==> config.mk <==
export PLATFORM = sky130hd
export DESIGN_NAME = prv_trap_ctrl_flat
export DESIGN_NICKNAME = d
export VERILOG_FILES = /design/src/rtl/prv_trap_ctrl_pkg.sv /design/src/rtl/prv_trap_ctrl_if.sv /design/src/rtl/prv_trap_ctrl_prio.sv /design/src/rtl/prv_trap_ctrl.sv /design/src/flat_wrapper.sv
export SDC_FILE = /design/constraint.sdc
export NUM_CORES = 1
export LEC_CHECK = 0
export BUFFER_PORTS_ARGS = -buffer_cell sky130_fd_sc_hd__buf_2
export CAP_MARGIN = 20
export CORE_MARGIN = 3
export CORE_UTILIZATION = 48
export CTS_CLUSTER_SIZE = 25
export DETAILED_ROUTE_END_ITERATION = 8
export PLACE_DENSITY = 0.89
export SLEW_MARGIN = 20
export SYNTH_ARGS = -nofsm -noshare
export SYNTH_HDL_FRONTEND = slang
export SYNTH_SLANG_ARGS = --single-unit
==> constraint.sdc <==
create_clock -name clk -period 4.7 [get_ports clk]
set_input_delay 0.235 -clock clk [delete_from_list [all_inputs] [get_ports clk]]
set_output_delay 0.235 -clock clk [all_outputs]
set_load 0.05 [all_outputs]
==> src/rtl/prv_trap_ctrl_pkg.sv <==
// Package: prv_trap_ctrl_pkg
// Purpose: shared encodings for the machine-mode trap controller. It holds the
//   exception and interrupt cause codes, the RISC-MGMT custom cause base, the
//   controller state enum and the priority-encoder result struct.
// Ports: none (package).
package prv_trap_ctrl_pkg;

  typedef enum logic [4:0] {
    EXC_INSN_MAL    = 5'd0,
    EXC_INSN_FAULT  = 5'd1,
    EXC_ILLEGAL     = 5'd2,
    EXC_BREAKPOINT  = 5'd3,
    EXC_LOAD_MAL    = 5'd4,
    EXC_LOAD_FAULT  = 5'd5,
    EXC_STORE_MAL   = 5'd6,
    EXC_STORE_FAULT = 5'd7,
    EXC_ECALL_M     = 5'd11
  } ex_code_t;

  typedef enum logic [4:0] {
    INT_M_SOFT  = 5'd3,
    INT_M_TIMER = 5'd7,
    INT_M_EXT   = 5'd11
  } int_code_t;

  localparam int RMGMT_BASE_DEF = 24;

  typedef enum logic [1:0] {
    ST_IDLE = 2'd0,
    ST_TRAP = 2'd1,
    ST_RET  = 2'd2
  } trap_state_t;

  typedef struct packed {
    logic       valid;
    logic       is_int;
    logic [4:0] code;
    logic       use_badaddr;
  } trap_sel_t;

endpackage

==> src/rtl/prv_trap_ctrl_if.sv <==
// Interface: prv_trap_ctrl_if
// Purpose: bundles the hazard-unit exception protocol, the interrupt/CSR inputs
//   and the CSR update strobes exchanged with the trap controller.
// Modports:
//   master - hazard unit / CSR file side (drives strobes, epc, badaddr, CSR state)
//   slave  - trap controller side (drives priv_pc, insert_pc, intr, CSR writes)
interface prv_trap_ctrl_if #(parameter int RMGMT_CAUSE_W = 2) ();

  logic                     fault_insn, mal_insn, illegal_insn;
  logic                     fault_l, mal_l, fault_s, mal_s;
  logic                     breakpoint, env_m;
  logic                     ex_rmgmt;
  logic [RMGMT_CAUSE_W-1:0] ex_rmgmt_cause;
  logic                     ret;
  logic                     pipe_clear;
  logic [31:0]              epc;
  logic [31:0]              badaddr;
  logic                     timer_int, soft_int, ext_int;
  logic                     mtie, msie, meie;
  logic                     mstatus_mie;
  logic [31:0]              mtvec;
  logic [31:0]              mepc_r;

  logic [31:0]              priv_pc;
  logic                     insert_pc;
  logic                     intr;
  logic                     mcause_we, mepc_we, mtval_we;
  logic [31:0]              mcause_wdata, mepc_wdata, mtval_wdata;
  logic                     mstatus_push, mstatus_pop;

  modport master (
    output fault_insn, mal_insn, illegal_insn, fault_l, mal_l, fault_s, mal_s,
           breakpoint, env_m, ex_rmgmt, ex_rmgmt_cause, ret, pipe_clear, epc,
           badaddr, timer_int, soft_int, ext_int, mtie, msie, meie, mstatus_mie,
           mtvec, mepc_r,
    input  priv_pc, insert_pc, intr, mcause_we, mepc_we, mtval_we,
           mcause_wdata, mepc_wdata, mtval_wdata, mstatus_push, mstatus_pop
  );

  modport slave (
    input  fault_insn, mal_insn, illegal_insn, fault_l, mal_l, fault_s, mal_s,
           breakpoint, env_m, ex_rmgmt, ex_rmgmt_cause, ret, pipe_clear, epc,
           badaddr, timer_int, soft_int, ext_int, mtie, msie, meie, mstatus_mie,
           mtvec, mepc_r,
    output priv_pc, insert_pc, intr, mcause_we, mepc_we, mtval_we,
           mcause_wdata, mepc_wdata, mtval_wdata, mstatus_push, mstatus_pop
  );

endinterface

==> src/rtl/prv_trap_ctrl_prio.sv <==
// Module: prv_cause_prio
// Purpose: combinational trap-cause priority encoder. Exceptions always win over
//   interrupts; the interrupt inputs arrive already enabled and gated.
// Ports:
//   exception strobes (9) + ex_rmgmt/ex_rmgmt_cause  in
//   int_ext, int_soft, int_timer                      in  takeable interrupts
//   sel                                               out {valid,is_int,code,use_badaddr}
module prv_cause_prio
  import prv_trap_ctrl_pkg::*;
#(
  parameter int RMGMT_CAUSE_W = 2,
  parameter int RMGMT_BASE    = RMGMT_BASE_DEF
) (
  input  logic                     fault_insn,
  input  logic                     mal_insn,
  input  logic                     illegal_insn,
  input  logic                     fault_l,
  input  logic                     mal_l,
  input  logic                     fault_s,
  input  logic                     mal_s,
  input  logic                     breakpoint,
  input  logic                     env_m,
  input  logic                     ex_rmgmt,
  input  logic [RMGMT_CAUSE_W-1:0] ex_rmgmt_cause,
  input  logic                     int_ext,
  input  logic                     int_soft,
  input  logic                     int_timer,
  output trap_sel_t                sel
);

  logic [4:0] rmgmt_code;
  assign rmgmt_code = 5'(RMGMT_BASE + 32'(ex_rmgmt_cause));

  always_comb begin
    sel = '0;
    sel.valid = 1'b1;
    if (breakpoint)        sel.code = EXC_BREAKPOINT;
    else if (fault_insn) begin
      sel.code = EXC_INSN_FAULT;  sel.use_badaddr = 1'b1;
    end else if (mal_insn) begin
      sel.code = EXC_INSN_MAL;    sel.use_badaddr = 1'b1;
    end else if (illegal_insn) sel.code = EXC_ILLEGAL;
    else if (env_m)        sel.code = EXC_ECALL_M;
    else if (mal_s) begin
      sel.code = EXC_STORE_MAL;   sel.use_badaddr = 1'b1;
    end else if (mal_l) begin
      sel.code = EXC_LOAD_MAL;    sel.use_badaddr = 1'b1;
    end else if (fault_s) begin
      sel.code = EXC_STORE_FAULT; sel.use_badaddr = 1'b1;
    end else if (fault_l) begin
      sel.code = EXC_LOAD_FAULT;  sel.use_badaddr = 1'b1;
    end else if (ex_rmgmt) sel.code = rmgmt_code;
    else if (int_ext) begin
      sel.code = INT_M_EXT;   sel.is_int = 1'b1;
    end else if (int_soft) begin
      sel.code = INT_M_SOFT;  sel.is_int = 1'b1;
    end else if (int_timer) begin
      sel.code = INT_M_TIMER; sel.is_int = 1'b1;
    end else sel.valid = 1'b0;
  end

endmodule

==> src/rtl/prv_trap_ctrl.sv <==
// Module: prv_trap_ctrl
// Purpose: machine-mode trap sequencer. Takes exception/ret/pipe_clear strobes
//   from the hazard unit, arbitrates them against pending interrupts, then
//   issues a one-cycle redirect plus CSR update strobes for trap entry or mret.
// Ports:
//   clk, rst  in   clock, asynchronous active-high reset
//   bus       slave modport of prv_trap_ctrl_if (protocol, CSR inputs/outputs)
//
// state   | meaning
// IDLE    | waiting; arbitrates exception > interrupt > ret
// TRAP    | one cycle: redirect to trap vector, write mcause/mepc/mtval, push mstatus
// RET     | one cycle: redirect to mepc, pop mstatus
module prv_trap_ctrl
  import prv_trap_ctrl_pkg::*;
#(
  parameter int RMGMT_CAUSE_W = 2,
  parameter bit VECTORED_EN   = 1'b1,
  parameter int RMGMT_BASE    = RMGMT_BASE_DEF
) (
  input  logic           clk,
  input  logic           rst,
  prv_trap_ctrl_if.slave bus
);

  trap_state_t state, state_nxt;
  trap_sel_t   sel;

  logic        idle;
  logic        int_any;
  logic        int_take;
  logic [31:0] vec_base;
  logic [31:0] trap_pc;
  logic [31:0] pc_q, cause_q, epc_q, tval_q;

  assign idle     = (state == ST_IDLE);
  assign int_any  = bus.mstatus_mie &
                    |{bus.ext_int & bus.meie, bus.soft_int & bus.msie, bus.timer_int & bus.mtie};
  // Interrupts are only taken once the pipeline has drained.
  assign int_take = idle & bus.mstatus_mie & bus.pipe_clear;

  prv_cause_prio #(
    .RMGMT_CAUSE_W (RMGMT_CAUSE_W),
    .RMGMT_BASE    (RMGMT_BASE)
  ) u_prio (
    .fault_insn     (bus.fault_insn),
    .mal_insn       (bus.mal_insn),
    .illegal_insn   (bus.illegal_insn),
    .fault_l        (bus.fault_l),
    .mal_l          (bus.mal_l),
    .fault_s        (bus.fault_s),
    .mal_s          (bus.mal_s),
    .breakpoint     (bus.breakpoint),
    .env_m          (bus.env_m),
    .ex_rmgmt       (bus.ex_rmgmt),
    .ex_rmgmt_cause (bus.ex_rmgmt_cause),
    .int_ext        (int_take & bus.ext_int & bus.meie),
    .int_soft       (int_take & bus.soft_int & bus.msie),
    .int_timer      (int_take & bus.timer_int & bus.mtie),
    .sel            (sel)
  );

  // Vectored mode only for interrupts with MODE==1; MODE 2/3 fall back to direct.
  assign vec_base = {bus.mtvec[31:2], 2'b00};
  assign trap_pc  = (VECTORED_EN && sel.is_int && bus.mtvec[1:0] == 2'b01)
                    ? vec_base + {25'd0, sel.code, 2'b00}
                    : vec_base;

  always_ff @(posedge clk or posedge rst) begin
    if (rst) state <= ST_IDLE;
    else     state <= state_nxt;
  end

  always_comb begin
    state_nxt = ST_IDLE;
    if (idle) begin
      if (sel.valid)    state_nxt = ST_TRAP;
      else if (bus.ret) state_nxt = ST_RET;
    end
  end

  // Capture everything the TRAP/RET cycle presents on the arbitration edge.
  always_ff @(posedge clk or posedge rst) begin
    if (rst) begin
      pc_q    <= '0;
      cause_q <= '0;
      epc_q   <= '0;
      tval_q  <= '0;
    end else if (idle) begin
      if (sel.valid) begin
        pc_q    <= trap_pc;
        cause_q <= {sel.is_int, 26'd0, sel.code};
        epc_q   <= bus.epc;
        tval_q  <= sel.use_badaddr ? bus.badaddr : 32'd0;
      end else if (bus.ret) begin
        pc_q    <= bus.mepc_r;
      end
    end
  end

  // Outputs are decoded from the registered state so they drop with async reset.
  always_comb begin
    bus.intr         = idle & int_any;
    bus.insert_pc    = 1'b0;
    bus.priv_pc      = '0;
    bus.mcause_we    = 1'b0;
    bus.mepc_we      = 1'b0;
    bus.mtval_we     = 1'b0;
    bus.mcause_wdata = '0;
    bus.mepc_wdata   = '0;
    bus.mtval_wdata  = '0;
    bus.mstatus_push = 1'b0;
    bus.mstatus_pop  = 1'b0;
    case (state)
      ST_TRAP: begin
        bus.insert_pc    = 1'b1;
        bus.priv_pc      = pc_q;
        bus.mcause_we    = 1'b1;
        bus.mepc_we      = 1'b1;
        bus.mtval_we     = 1'b1;
        bus.mcause_wdata = cause_q;
        bus.mepc_wdata   = epc_q;
        bus.mtval_wdata  = tval_q;
        bus.mstatus_push = 1'b1;
      end
      ST_RET: begin
        bus.insert_pc    = 1'b1;
        bus.priv_pc      = pc_q;
        bus.mstatus_pop  = 1'b1;
      end
      default: ;
    endcase
  end

endmodule

==> src/flat_wrapper.sv <==
// flat-port wrapper written by rule: the top's interface ports become plain ports
module prv_trap_ctrl_flat import prv_trap_ctrl_pkg::*;
#(
  parameter int RMGMT_CAUSE_W = 2,
  parameter bit VECTORED_EN   = 1'b1,
  parameter int RMGMT_BASE    = RMGMT_BASE_DEF
)
  (clk, rst, bus_fault_insn, bus_mal_insn, bus_illegal_insn, bus_fault_l, bus_mal_l, bus_fault_s, bus_mal_s, bus_breakpoint, bus_env_m, bus_ex_rmgmt, bus_ex_rmgmt_cause, bus_ret, bus_pipe_clear, bus_epc, bus_badaddr, bus_timer_int, bus_soft_int, bus_ext_int, bus_mtie, bus_msie, bus_meie, bus_mstatus_mie, bus_mtvec, bus_mepc_r, bus_priv_pc, bus_insert_pc, bus_intr, bus_mcause_we, bus_mepc_we, bus_mtval_we, bus_mcause_wdata, bus_mepc_wdata, bus_mtval_wdata, bus_mstatus_push, bus_mstatus_pop);
  prv_trap_ctrl_if #(.RMGMT_CAUSE_W(RMGMT_CAUSE_W)) bus_i ();
  input  logic clk;
  input  logic rst;
  input wire logic [$bits(bus_i.fault_insn)-1:0] bus_fault_insn;
  input wire logic [$bits(bus_i.mal_insn)-1:0] bus_mal_insn;
  input wire logic [$bits(bus_i.illegal_insn)-1:0] bus_illegal_insn;
  input wire logic [$bits(bus_i.fault_l)-1:0] bus_fault_l;
  input wire logic [$bits(bus_i.mal_l)-1:0] bus_mal_l;
  input wire logic [$bits(bus_i.fault_s)-1:0] bus_fault_s;
  input wire logic [$bits(bus_i.mal_s)-1:0] bus_mal_s;
  input wire logic [$bits(bus_i.breakpoint)-1:0] bus_breakpoint;
  input wire logic [$bits(bus_i.env_m)-1:0] bus_env_m;
  input wire logic [$bits(bus_i.ex_rmgmt)-1:0] bus_ex_rmgmt;
  input wire logic [$bits(bus_i.ex_rmgmt_cause)-1:0] bus_ex_rmgmt_cause;
  input wire logic [$bits(bus_i.ret)-1:0] bus_ret;
  input wire logic [$bits(bus_i.pipe_clear)-1:0] bus_pipe_clear;
  input wire logic [$bits(bus_i.epc)-1:0] bus_epc;
  input wire logic [$bits(bus_i.badaddr)-1:0] bus_badaddr;
  input wire logic [$bits(bus_i.timer_int)-1:0] bus_timer_int;
  input wire logic [$bits(bus_i.soft_int)-1:0] bus_soft_int;
  input wire logic [$bits(bus_i.ext_int)-1:0] bus_ext_int;
  input wire logic [$bits(bus_i.mtie)-1:0] bus_mtie;
  input wire logic [$bits(bus_i.msie)-1:0] bus_msie;
  input wire logic [$bits(bus_i.meie)-1:0] bus_meie;
  input wire logic [$bits(bus_i.mstatus_mie)-1:0] bus_mstatus_mie;
  input wire logic [$bits(bus_i.mtvec)-1:0] bus_mtvec;
  input wire logic [$bits(bus_i.mepc_r)-1:0] bus_mepc_r;
  output wire logic [$bits(bus_i.priv_pc)-1:0] bus_priv_pc;
  output wire logic [$bits(bus_i.insert_pc)-1:0] bus_insert_pc;
  output wire logic [$bits(bus_i.intr)-1:0] bus_intr;
  output wire logic [$bits(bus_i.mcause_we)-1:0] bus_mcause_we;
  output wire logic [$bits(bus_i.mepc_we)-1:0] bus_mepc_we;
  output wire logic [$bits(bus_i.mtval_we)-1:0] bus_mtval_we;
  output wire logic [$bits(bus_i.mcause_wdata)-1:0] bus_mcause_wdata;
  output wire logic [$bits(bus_i.mepc_wdata)-1:0] bus_mepc_wdata;
  output wire logic [$bits(bus_i.mtval_wdata)-1:0] bus_mtval_wdata;
  output wire logic [$bits(bus_i.mstatus_push)-1:0] bus_mstatus_push;
  output wire logic [$bits(bus_i.mstatus_pop)-1:0] bus_mstatus_pop;
  assign bus_i.fault_insn = bus_fault_insn;
  assign bus_i.mal_insn = bus_mal_insn;
  assign bus_i.illegal_insn = bus_illegal_insn;
  assign bus_i.fault_l = bus_fault_l;
  assign bus_i.mal_l = bus_mal_l;
  assign bus_i.fault_s = bus_fault_s;
  assign bus_i.mal_s = bus_mal_s;
  assign bus_i.breakpoint = bus_breakpoint;
  assign bus_i.env_m = bus_env_m;
  assign bus_i.ex_rmgmt = bus_ex_rmgmt;
  assign bus_i.ex_rmgmt_cause = bus_ex_rmgmt_cause;
  assign bus_i.ret = bus_ret;
  assign bus_i.pipe_clear = bus_pipe_clear;
  assign bus_i.epc = bus_epc;
  assign bus_i.badaddr = bus_badaddr;
  assign bus_i.timer_int = bus_timer_int;
  assign bus_i.soft_int = bus_soft_int;
  assign bus_i.ext_int = bus_ext_int;
  assign bus_i.mtie = bus_mtie;
  assign bus_i.msie = bus_msie;
  assign bus_i.meie = bus_meie;
  assign bus_i.mstatus_mie = bus_mstatus_mie;
  assign bus_i.mtvec = bus_mtvec;
  assign bus_i.mepc_r = bus_mepc_r;
  assign bus_priv_pc = bus_i.priv_pc;
  assign bus_insert_pc = bus_i.insert_pc;
  assign bus_intr = bus_i.intr;
  assign bus_mcause_we = bus_i.mcause_we;
  assign bus_mepc_we = bus_i.mepc_we;
  assign bus_mtval_we = bus_i.mtval_we;
  assign bus_mcause_wdata = bus_i.mcause_wdata;
  assign bus_mepc_wdata = bus_i.mepc_wdata;
  assign bus_mtval_wdata = bus_i.mtval_wdata;
  assign bus_mstatus_push = bus_i.mstatus_push;
  assign bus_mstatus_pop = bus_i.mstatus_pop;
  prv_trap_ctrl #(.RMGMT_CAUSE_W(RMGMT_CAUSE_W), .VECTORED_EN(VECTORED_EN), .RMGMT_BASE(RMGMT_BASE)) u_core (.clk(clk), .rst(rst), .bus(bus_i));
endmodule
Word level (Yosys, flattened, before mapping)
Index checks and enable logic that the tools add are counted.
{ "totals": {"reg_bits": 104} }
{ "op_classes": {"reduce_logical": 7, "n_addsub": 2, "mux": 44, "bitwise_logic": 13, "n_eq_ne": 3} }
{ "ops": {"columns": ["cell", "count"], "rows": [
  ["$mux W32", 8],
  ["$mux W6", 8],
  ["$add A32 B7 Y32", 1],
  ["$mux W2", 13],
  ["$mux W5", 5],
  ["$and A1 B1 Y1", 13],
  ["$mux W1", 10],
  ["$add A5 B2 Y5 const A", 1],
  ["$eq A2 B1 Y1 const B", 2],
  ["$reduce_and A2 Y1", 2],
  ["$reduce_or A3 Y1", 1],
  ["$eq A2 B2 Y1 const B", 1],
  ["$logic_not A2 Y1", 1],
  ["$reduce_bool A2 Y1", 1],
  ["$reduce_or A2 Y1", 1],
  ["$logic_and A1 B1 Y1", 1]
]} }

Depth between registers and ports, before layout
Gate-level depths: netlist of the first run.
{ "depth": {"ltp_word": 21, "depth_mapped": 18} }

Cells and area by module
From an unflattened synthesis of the first run, not the netlist that was laid out.
{ "hier_totals": {"cells_unflattened": 756, "area_unflattened_um2": 6261.0} }
{ "modules_own_cells": {"columns": ["mod", "cells_each", "instances", "area_each_um2"], "rows": [
  ["prv_trap_ctrl", 725, 1, 6045.8],
  ["prv_cause_prio", 31, 1, 215.2]
]} }

Worst setup path before layout of the first run
OpenSTA, ideal clock, no wires.
{ "synth_timing": {"path_kind": "reg2reg", "start": "register u_core.state[0]", "end": "register u_core.pc_q[30]", "slack_ns": 1.332, "path_buffers": 2, "path_stages_with_launch": 19, "setup_ns": 0.126, "period_less_slack_ns": 3.368, "t_arrival_ns": 3.242, "cell_sequence": "dfrtp_1 -> inv_1 -> ha_1 -> clkbuf_1 -> and3_1 -> nand2b_1 -> o21ai_0 -> a21oi_1 -> o31ai_1 -> ha_1 -> inv_1 -> fa_1 -> nor2b_1 -> o31a_1 -> o2111ai_1 -> buf_4 -> nor3_2 -> xnor2_1 -> a21oi_1"} }
{ "synth_lines": {"columns": ["item", "line", "rtl"], "rows": [
  ["from (decl)", "prv_trap_ctrl.sv:25", "trap_state_t state, state_nxt;"],
  ["from (signal assigned)", "prv_trap_ctrl.sv:70", "else state <= state_nxt;"],
  ["to (signal assigned)", "prv_trap_ctrl.sv:90", "pc_q <= trap_pc;"],
  ["to (signal assigned)", "prv_trap_ctrl.sv:95", "pc_q <= bus.mepc_r;"],
  ["to (decl)", "prv_trap_ctrl.sv:33", "logic [31:0] pc_q, cause_q, epc_q, tval_q;"]
]} }

==> qor.txt, run 1 <==
Final setup TNS: 0 ns
Max Cap Viol: 0
Clock skew: 0.00587 ns
Status: finished, final reports clean
H-tree levels: 3
Initial antenna violation count: 1
Antenna Cells: 0
CTS tree: yes
Die Area: 14,200 um^2
Die Wd: 119 um
Yosys reg bits: 104
Synth area leader: dfrtp_1
Fin. max-slew vios: 0
Filler instances: 1,070
Routability cong.: 0.933
Vias: 5,950
Initial DRC Count: 480
# setup viols final: 0
Critical path class: reg2reg
Fmax: 254 MHz
Synth Flop Type: dfrtp_1
YS warnings: 0
WL final: 17,500 um
Seq/Total Area, Yosys: 0.424
Syn_area_per_cell: 8.16 um^2
Gr ovfl total: 0
Placement Rows: 40
Ys async rst share: 1.00
Worst slack, placed: 0.860 ns
Mapped Cells: 753
Post-synth EDFFs: 0
Core Footprint: 12,300 um^2
Post-Synthesis Cell Area: 6140 um^2
Detail Route Antenna Nets: 0
Setup bufs post-CTS: 0
PD cells: 304 nW/um^2
Initial core utilization: 0.501
Clk root buf: clkbuf_16
Number of global-route vias before repair: 5,736
Wirelength per Cell: 15.2 um
Post-synthesis cell type count: 52
Final worst slack: 0.759 ns
Worst Path Max Fanout: 11
GRT Total Usage: 0.245
Fin crit share: 0.839
Number of clock sinks: 104
Worst-path clk slew: 0.07 ns
Clock Path Buffers: 2
Total leakage power: 3.99 nW
Nets: 1,143
Global-route wire length before repair: 28,500 um
Unrepaired setup endpoints after global routing: false
Largest net degree at the start of global routing: 83
Tmin final: 3.94 ns
Relative slew margins: 0.381
DR pass1 iterations: 4
I/O Pins: 286
# DRC: 0
TritonCTS Buffers: 9
Worst hold slack: 0.0839 ns
Arrival time at the worst endpoint: 4.18 ns
Post-cts sizing count: 0
Top cells by area, synth: dfrtp_1 (42%), nand2_1 (12%), and2_1 (11%)
Synth top area share: 0.424
Synth-to-Final Area Change: 25.6%
Die H: 119 um
VDD IR max: 0.000157 V
# port buffers: 259
CP endpoint kind: flop
DP HPWL: 12,900 um
Worst Hold Class: in2reg
Fraction of layout cells with a size suffix above 1: 0.306
Worst slew pin tran: 0.926 ns
Final core occ: 0.629
CP Launch Type: flop
Required time worst endpoint: 4.94 ns
Final Hold Fails: 0
Worst skew pair latency: 0.34 ns
Avg Vias per Cell: 5.15
power by group:
group / leakage, nW / switching (mW) / internal (mW) / total [mW]
combinational: 2.58 / 0.436 / 0.173 / 0.609
clock: 0.144 / 0.347 / 0.419 / 0.766
sequential: 1.27 / 0.0257 / 0.947 / 0.973
total: 3.99 / 0.809 / 1.54 / 2.35
synth_stat cells, types with 2 or more instances:
cell type and number:
o2111ai_1 2, nand3_1 39, a21o_1 3, nor4b_2 3, nor2b_1 2, mux2_2 3
buf_4 30, and2_1 105, buf_2 17, nor4_1 4, o22ai_1 5, inv_1 15
o21ai_1 5, nand2_1 204, a22oi_1 9, dfrtp_1 104, nor2_1 27, and3_1 12
o31ai_1 3, nand2b_1 2, nor3b_1 2, clkbuf_1 24, o21ai_0 19, a211oi_1 8
or2_2 3, nor3_2 3, xnor2_1 25, nor3_1 9, a22o_1 2, ha_1 8
o21a_1 3, mux2i_1 2, nand4_1 6, a21oi_1 27
worst paths after layout:
| kind | start | to | slack [ns] | cells past startpoint |
|---|---|---|---|---|
| worst max-delay path | u_core.state[0]$_DFF_PP0_ | u_core.pc_q[22]$_DFFE_PP0P_ | 0.76 | 17 |
| worst min-delay path | bus_epc[8] | u_core.epc_q[8]$_DFFE_PP0P_ | 0.08 | 3 |
| worst max register to register | u_core.state[0]$_DFF_PP0_ | u_core.pc_q[22]$_DFFE_PP0P_ | 0.76 | 17 |
| worst min register to register | u_core.tval_q[22]$_DFFE_PP0P_ | u_core.tval_q[22]$_DFFE_PP0P_ | 0.46 | 2 |
| max in group asynchronous | rst | u_core.epc_q[19]$_DFFE_PP0P_ | 2.99 | 4 |
| min in group asynchronous | rst | u_core.epc_q[23]$_DFFE_PP0P_ | 0.56 | 3 |
per-stage QoR:
step                cell area [um^2]  power [mW]  std cells
floorplan                       6240        1.44        778
global placement                7390        1.59       1139
detailed placement              7390        1.60       1139
CTS                             7700        2.37       1156
global route                    7710        2.45       1156
finish                          7710        2.35       1156
worst max-delay path, cell delays in order, from the launching register on:
cell,delay [ns]
dfrtp_1,0.41
inv_1,0.09
ha_1,0.36
and3_1,0.28
nand2b_1,0.14
o21ai_0,0.17
a21oi_1,0.08
o31ai_1,0.30
ha_1,0.27
inv_1,0.07
fa_1,0.41
nor2b_1,0.16
o31a_1,0.18
o2111ai_1,0.12
buf_4,0.24
nor3_1,0.24
xnor2_1,0.09
o21ai_0,0.22
layout by cell type (no fill, tap or decap), drive strengths merged, types with 4 or more instances in the layout:
cell | Yosys | routed
a211oi | 8 | 8
a21oi | 27 | 27
a22oi | 9 | 9
and2 | 106 | 106
and3 | 12 | 12
buf | 47 | 264
clkbuf | 24 | 9
conb | 1 | 26
dfrtp | 104 | 104
ha | 8 | 8
inv | 16 | 18
nand2 | 205 | 205
nand3 | 40 | 40
nand4 | 6 | 6
nor2 | 28 | 28
nor3 | 12 | 12
nor4 | 5 | 5
o21ai | 24 | 24
o22ai | 5 | 5
or2 | 4 | 4
xnor2 | 25 | 25
cell type report:
class                   instances  area [um^2]  share of cell area
multi-input cells             587         3190               0.414
flip-flops and latches        104         2600               0.337
repair buffers                265         1340               0.174
clock buffers                   9          225              0.0292
well taps                     168          210              0.0272
clock inverters                 7         78.8              0.0102
inverters                      16         62.6             0.00811
what timing repair did:
action	CTS	global route
hold buffers	1	0
setup endpoints to repair	0	0
endpoints found under the hold margin	6	0
routing by layer:
metal,vias up,wire (um),track usage
met5,-,13,0
met4,2,499,0.0920
met3,42,1350,0.0423
met2,263,8600,0.415
met1,2768,7080,0.315
li1,2875,-,-
sequential cells by signal (all words and copies together), names as in the netlist:
register        count
u_core.cause_q      6
u_core.epc_q       32
u_core.pc_q        32
u_core.state        2
u_core.tval_q      32
cell families after synthesis:
logic type / share of synthesized area
AO/OA/AOI/OAI: 0.0912
XOR/XNOR: 0.0371
adder cells (fa/ha/maj): 0.0196
buffers and inverters: 0.0749
flip-flops: 0.424
multiplexers: 0.00876
other: 0.000610
AND/OR/NAND/NOR: 0.344
Note: power is estimated with default switching activity, not from simulation.
==> inputs of run 2 (changes only) <==
==> constraint.sdc (replaced) <==
create_clock -name clk -period 3.9 [get_ports clk]
set_input_delay 0.195 -clock clk [delete_from_list [all_inputs] [get_ports clk]]
set_output_delay 0.195 -clock clk [all_outputs]
set_load 0.05 [all_outputs]
==> run 2 against run 1 <==
Against the previous run:
- sequential cell count stayed put
- routed wire length grew 3.3%
- critical endpoint is now u_core.pc_q[30]$_DFFE_PP0P_
- combinational power increased by 21%
- largest cell class unchanged
- worst hold slack worse by 0.068 ns
- clock skew grew 0.0058 ns
- count of clock-buffer cells in the layout is the same
- highest routed layer is now met4
==> qor.txt, run 2 (same netlist as run 1, synthesis figures left out) <==
Worst R2R End: u_core.pc_q[30]$_DFFE_PP0P_
Most frequent cells in the layout: buf_2 (259), nand2_1 (203), and2_1 (105)
CTS Hold Bufs: 0 (-1)
Final setup TNS: 0 ns (unchanged)
GRT Total Usage: 0.245 (-0.000555)
Fin. max-slew vios: 0 (unchanged)
PD cells: 362 nW/um^2 (+19%)
Clock skew: 0.0117 ns (+0.00585 ns)
Detail Route Antenna Nets: 0 (unchanged)
Clk network pwr share: 0.315 (-0.011)
WL final: 18,100 um (+3.3%)
Vias: 6,048 (+1.6%)
H-tree levels: 3 (unchanged)
Nets: 1,145 (+0.17%)
Area of placed instances: 7410 um^2 (+0.30%)
Fmax: 276 MHz (+8.8%)
Internal Power: 1.80 mW (+17%)
Routability cong.: 0.909 (-2.5%)
Tmin final: 3.62 ns (-0.319 ns)
Arrival time at the worst endpoint: 3.79 ns (-0.39 ns)
Global-route wire length before repair: 28,200 um (-1.3%)
Core Footprint: 12,300 um^2 (unchanged)
# setup viols final: 0 (unchanged)
Worst skew pair latency: 0.34 ns (about the same)
Largest net degree at the start of global routing: 83 (unchanged)
DP HPWL: 13,400 um (+3.5%)
Wirelength per Cell: 15.6 um (+3.0%)
Power share of the sequential group: 0.420 (+0.006)
Placement Rows: 40 (unchanged)
Die H: 119 um (unchanged)
Status: finished, final reports clean
Post-cts sizing count: 0 (unchanged)
Most common cell after layout, fill and taps aside: buf_2
Clock Path Buffers: 2 (unchanged)
Clk root buf: clkbuf_16
Worst slack, placed: 0.326 ns (-0.535 ns)
Initial core utilization: 0.501 (unchanged)
R2r worst-path depth: 17 (unchanged)
DR pass1 iterations: 5 (+1)
# DRC: 0 (unchanged)
Relative slew margins: 0.321 (-0.0593)
Worst Path Max Fanout: 11 (unchanged)
CTS tree: yes
Required time worst endpoint: 4.07 ns (-0.87 ns)
# port buffers: 259 (unchanged)
Sw frac: 0.355 (+0.0104)
I/O Pins: 286 (unchanged)
TritonCTS Buffers: 9 (unchanged)
Comb pwr share: 0.265 (+0.006)
Unrepaired setup endpoints after global routing: false
Fraction of layout cells with a size suffix above 1: 0.308 (+0.00241)
Max Cap Viol: 0 (unchanged)
Gr ovfl total: 0 (unchanged)
CP startpoint: u_core.state[0]$_DFF_PP0_
Number of global-route vias before repair: 5,713 (-0.40%)
Setup bufs post-CTS: 0 (unchanged)
Die Area: 14,200 um^2 (unchanged)
Initial DRC Count: 502 (+4.6%)
Number of clock sinks: 104 (unchanged)
Die Wd: 119 um (unchanged)
Fin crit share: 0.929 (+0.0902)
CP Launch Type: flop
CP endpoint kind: flop
Filler instances: 1,053 (-1.6%)
Top flop regs: u_core.epc_q (32), u_core.pc_q (32), u_core.tval_q (32)
Final Hold Fails: 0 (unchanged)
Worst slew pin tran: 1.02 ns (+0.0923 ns)
Critical path class: reg2reg
Worst Hold Class: in2async
Initial antenna violation count: 0 (-1)
Worst-path clk slew: 0.08 ns (about the same)
Synth-to-Final Area Change: 25.4%
Final worst slack: 0.278 ns (-0.481 ns)
Total leakage power: 4.00 nW (+0.22%)
Avg Vias per Cell: 5.22 (+1.4%)
Crit path capture: u_core.pc_q[30]$_DFFE_PP0P_
VDD IR max: 0.000250 V (+59%)
Design area: 7700 um^2 (-0.15%)
Net switching power: 0.990 mW (+22%)
Reg-to-Reg Start: u_core.state[0]$_DFF_PP0_
Slack of the worst reg-to-reg path: 0.28 ns (-0.48 ns)
==> run 2: layout make-up <==
type	instances	area, um^2	share of cell area
Multi-Input combinational cell	587	3180	0.413
Sequential cell	104	2600	0.338
Clock inverter	7	62.6	0.00812
Antenna cell	1	2.50	0.000325
Clock buffer	9	225	0.0292
Tap cell	168	210	0.0273
Timing Repair Buffer	267	1360	0.176
Inverter	16	62.6	0.00812
==> run 2: power by group through the flow <==
stage	registers, mW	logic (mW)	clock network [mW]
3_5_place_dp	1.19	0.737	0
2_1_floorplan	1.18	0.548	0
4_1_cts	1.17	0.739	0.904
5_1_grt	1.18	0.787	0.945
6_report	1.17	0.738	0.879
3_3_place_gp	1.19	0.728	0
==> run 2: worst min path at each step <==
stage / start / to / cells after the start
finish: rst / u_core.epc_q[18]$_DFFE_PP0P_ / 2
global route: bus_epc[8] / u_core.epc_q[8]$_DFFE_PP0P_ / 3
CTS: bus_epc[8] / u_core.epc_q[8]$_DFFE_PP0P_ / 3
detailed placement: bus_epc[1] / u_core.epc_q[1]$_DFFE_PP0P_ / 3
global placement: bus_epc[29] / u_core.epc_q[29]$_DFFE_PP0P_ / 3
floorplan: bus_epc[0] / u_core.epc_q[0]$_DFFE_PP0P_ / 2
==> run 2: per-layer routing <==
metal	up-vias	track usage	wire length, um
met5	-	0	0
li1	2882	-	-
met1	2813	0.317	7280
met4	0	0.0985	476
met3	42	0.0370	1470
met2	311	0.411	8900
==> run 2: critical path, cell delays in order, from the launching register on <==
cell and delay [ns]:
dfrtp_1 0.39, inv_1 0.09, ha_1 0.16, and3_1 0.22, nand2b_1 0.14, o21ai_0 0.19
a21oi_1 0.09, o31ai_1 0.28, ha_1 0.26, inv_1 0.08, fa_1 0.40, nor2b_1 0.17
o31a_1 0.19, o2111ai_1 0.14, buf_4 0.25, nor3_2 0.20, xnor2_1 0.14, a21oi_1 0.09
==> run 2: per-stage QoR <==
stage	power [mW]	hold WS [ns]	utilization	cells
after global placement	1.92	0.386	0.605	1142
after detailed placement	1.93	0.390	0.605	1142
after CTS	2.81	0.0317	0.628	1158
after global routing	2.91	0.0400	0.628	1158
final	2.79	0.0154	0.628	1159
after floorplan	1.73	0.300	-	778
==> inputs of run 3 (changes only) <==
--- a/config.mk
+++ b/config.mk
@@ -12,6 +12,7 @@
 export CTS_CLUSTER_SIZE = 25
 export DETAILED_ROUTE_END_ITERATION = 8
 export PLACE_DENSITY = 0.89
+export RECOVER_POWER = 25
 export SLEW_MARGIN = 20
 export SYNTH_ARGS = -nofsm -noshare
 export SYNTH_HDL_FRONTEND = slang
==> run 3 against run 2 <==
Against the previous run:
- the run now ends with capacitance limit, slew limit left
- critical path depth unchanged
- sequential cell count unchanged
- final cell count unchanged
- clock skew fell by 0.0018 ns
- sequential power hardly changed
- largest power group unchanged
==> qor.txt, run 3 (same netlist as run 1, synthesis figures left out) <==
Status: finished, violations left
Failing checks: capacitance limit, slew limit
Most frequent cells in the layout: buf_2 (259), nand2_1 (203), and2_1 (105)
Final Hold Fails: 0 (unchanged)
Global-route wire length before repair: 28,200 um (unchanged)
Wirelength per Cell: 15.6 um (about the same)
Fin. max-slew vios: 63 (+63)
CP max stage cell: fa_1
Fraction of layout cells with a size suffix above 1: 0.307 (-0.00101)
Worst Path Max Fanout: 11 (unchanged)
H-tree levels: 3 (unchanged)
Most common cell after layout, fill and taps aside: buf_2
Final setup TNS: 0 ns (unchanged)
# setup viols final: 0 (unchanged)
CTS tree: yes
Initial DRC Count: 465 (-7.4%)
Placed instance count: 1,142 (unchanged)
Max Cap Viol: 1 (+1)
# port buffers: 259 (unchanged)
Final std cells w/o fill: 1,159 (unchanged)
Largest net degree at the start of global routing: 83 (unchanged)
Arrival time at the worst endpoint: 3.77 ns (-0.02 ns)
DP HPWL: 13,400 um (unchanged)
GRT Total Usage: 0.245 (unchanged)
PD cells: 362 nW/um^2 (about the same)
Hold Crit Start: bus_epc[30]
# DRC: 0 (unchanged)
Number of clock sinks: 104 (unchanged)
Setup bufs post-CTS: 0 (unchanged)
Placement Rows: 40 (unchanged)
Nets: 1,145 (unchanged)
Avg Vias per Cell: 5.23 (+0.21%)
Routability cong.: 0.909 (unchanged)
Clock Path Buffers: 2 (unchanged)
Vias: 6,061 (+0.21%)
Die H: 119 um (unchanged)
Tot Pwr: 2.79 mW (about the same)
CTS Hold Bufs: 0 (unchanged)
Critical Path Max Stage Delay: 0.40 ns (about the same)
CP Launch Type: flop
Tmin final: 3.60 ns (-0.0237 ns)
VDD IR max: 0.000248 V (-0.70%)
Required time worst endpoint: 4.07 ns (about the same)
I/O Pins: 286 (unchanged)
Worst slew pin tran: 2.81 ns (+1.79 ns)
Fin crit share: 0.923 (-0.00609)
Total leakage power: 3.99 nW (-0.20%)
CP endpoint kind: flop
Core Footprint: 12,300 um^2 (unchanged)
DR pass1 iterations: 5 (unchanged)
Top flop regs: u_core.epc_q (32), u_core.pc_q (32), u_core.tval_q (32)
Clock skew: 0.00990 ns (-0.00181 ns)
Initial core utilization: 0.501 (unchanged)
Clk root buf: clkbuf_16
Worst Hold Class: in2reg
Post-cts sizing count: 0 (unchanged)
Synth-to-Final Area Change: 25.3% (about the same)
WL final: 18,100 um (about the same)
Detail Route Antenna Nets: 0 (unchanged)
Die Area: 14,200 um^2 (unchanged)
Gr ovfl total: 0 (unchanged)
TritonCTS Buffers: 9 (unchanged)
Relative slew margins: -0.883 (-1.20)
Initial antenna violation count: 0 (unchanged)
Reg-to-Reg Start: u_core.state[0]$_DFF_PP0_
Worst-path clk slew: 0.08 ns (about the same)
Number of global-route vias before repair: 5,713 (unchanged)
CP startpoint: u_core.state[0]$_DFF_PP0_
Unrepaired setup endpoints after global routing: false
Fmax: 278 MHz (+0.66%)
Critical path class: reg2reg
Die Wd: 119 um (unchanged)
Cell Chain, Critical Path: inv_1 > ha_1 > and3_1 > nand2b_1 > o21ai_0 > a21oi_1 > o31ai_1 > ha_1 > inv_1 > fa_1 > nor2b_1 > o31a_1 > o2111ai_1 > buf_4 > nor3_2 > xnor2_1 > a21oi_1
Worst skew pair latency: 0.33 ns (about the same)
-- run 3: path summary, 6_finish.rpt --
check,cells after the start,slack [ns],end
setup / recovery,17,0.30,u_core.pc_q[30]$_DFFE_PP0P_
hold / removal,3,0.04,u_core.epc_q[30]$_DFFE_PP0P_
setup reg to reg,17,0.30,u_core.pc_q[30]$_DFFE_PP0P_
hold reg to reg,2,0.46,u_core.tval_q[30]$_DFFE_PP0P_
max in group asynchronous,3,1.42,u_core.tval_q[28]$_DFFE_PP0P_
min in group asynchronous,2,0.65,u_core.epc_q[18]$_DFFE_PP0P_
-- run 3: metrics by stage --
| step | instance area [um^2] | utilization | worst slack [ns] | hold WS (ns) |
|---|---|---|---|---|
| after detailed placement | 7410 | 0.605 | 0.326 | 0.390 |
| after global routing | 7700 | 0.628 | 0.000913 | 0.0400 |
| after global placement | 7410 | 0.605 | 0.506 | 0.386 |
| after floorplan | 6240 | - | 0.532 | 0.300 |
| final | 7700 | 0.628 | 0.302 | 0.0437 |
| after CTS | 7700 | 0.628 | 0.306 | 0.0317 |
-- run 3: worst max-delay path, delay by kind of cell (launching register included) --
family / cells / cell delay (ns)
AO/OA/AOI/OAI: 6 / 0.95
XOR/XNOR: 1 / 0.14
adder cells (fa/ha/maj): 3 / 0.81
buffers and inverters: 3 / 0.41
flip-flops: 1 / 0.39
AND/OR/NAND/NOR: 4 / 0.72
-- run 3: report_power, final --
group / switching [mW] / leakage [nW] / internal (mW)
Sequential: 0.0309 / 1.27 / 1.14
Combinational: 0.529 / 2.58 / 0.208
Clock: 0.428 / 0.144 / 0.449
Total: 0.989 / 3.99 / 1.80
-- run 3: per-layer routing --
metal | share of wire | global-route usage | up-vias
met5 | 0 | 0 | -
met3 | 0.074 | 0.0370 | 44
met1 | 0.41 | 0.317 | 2834
li1 | - | - | 2883
met4 | 0.027 | 0.0985 | 0
met2 | 0.49 | 0.411 | 300
-- run 3: final cells by class --
class                      instances  area, um^2
timing repair buffer             267        1350
clock inverter                     7        62.6
fill                            1056        4560
sequential                       104        2600
clock buffer                       9         225
inverter                          16        61.3
antenna                            1        2.50
tap                              168         210
multi-input combinational        587        3180
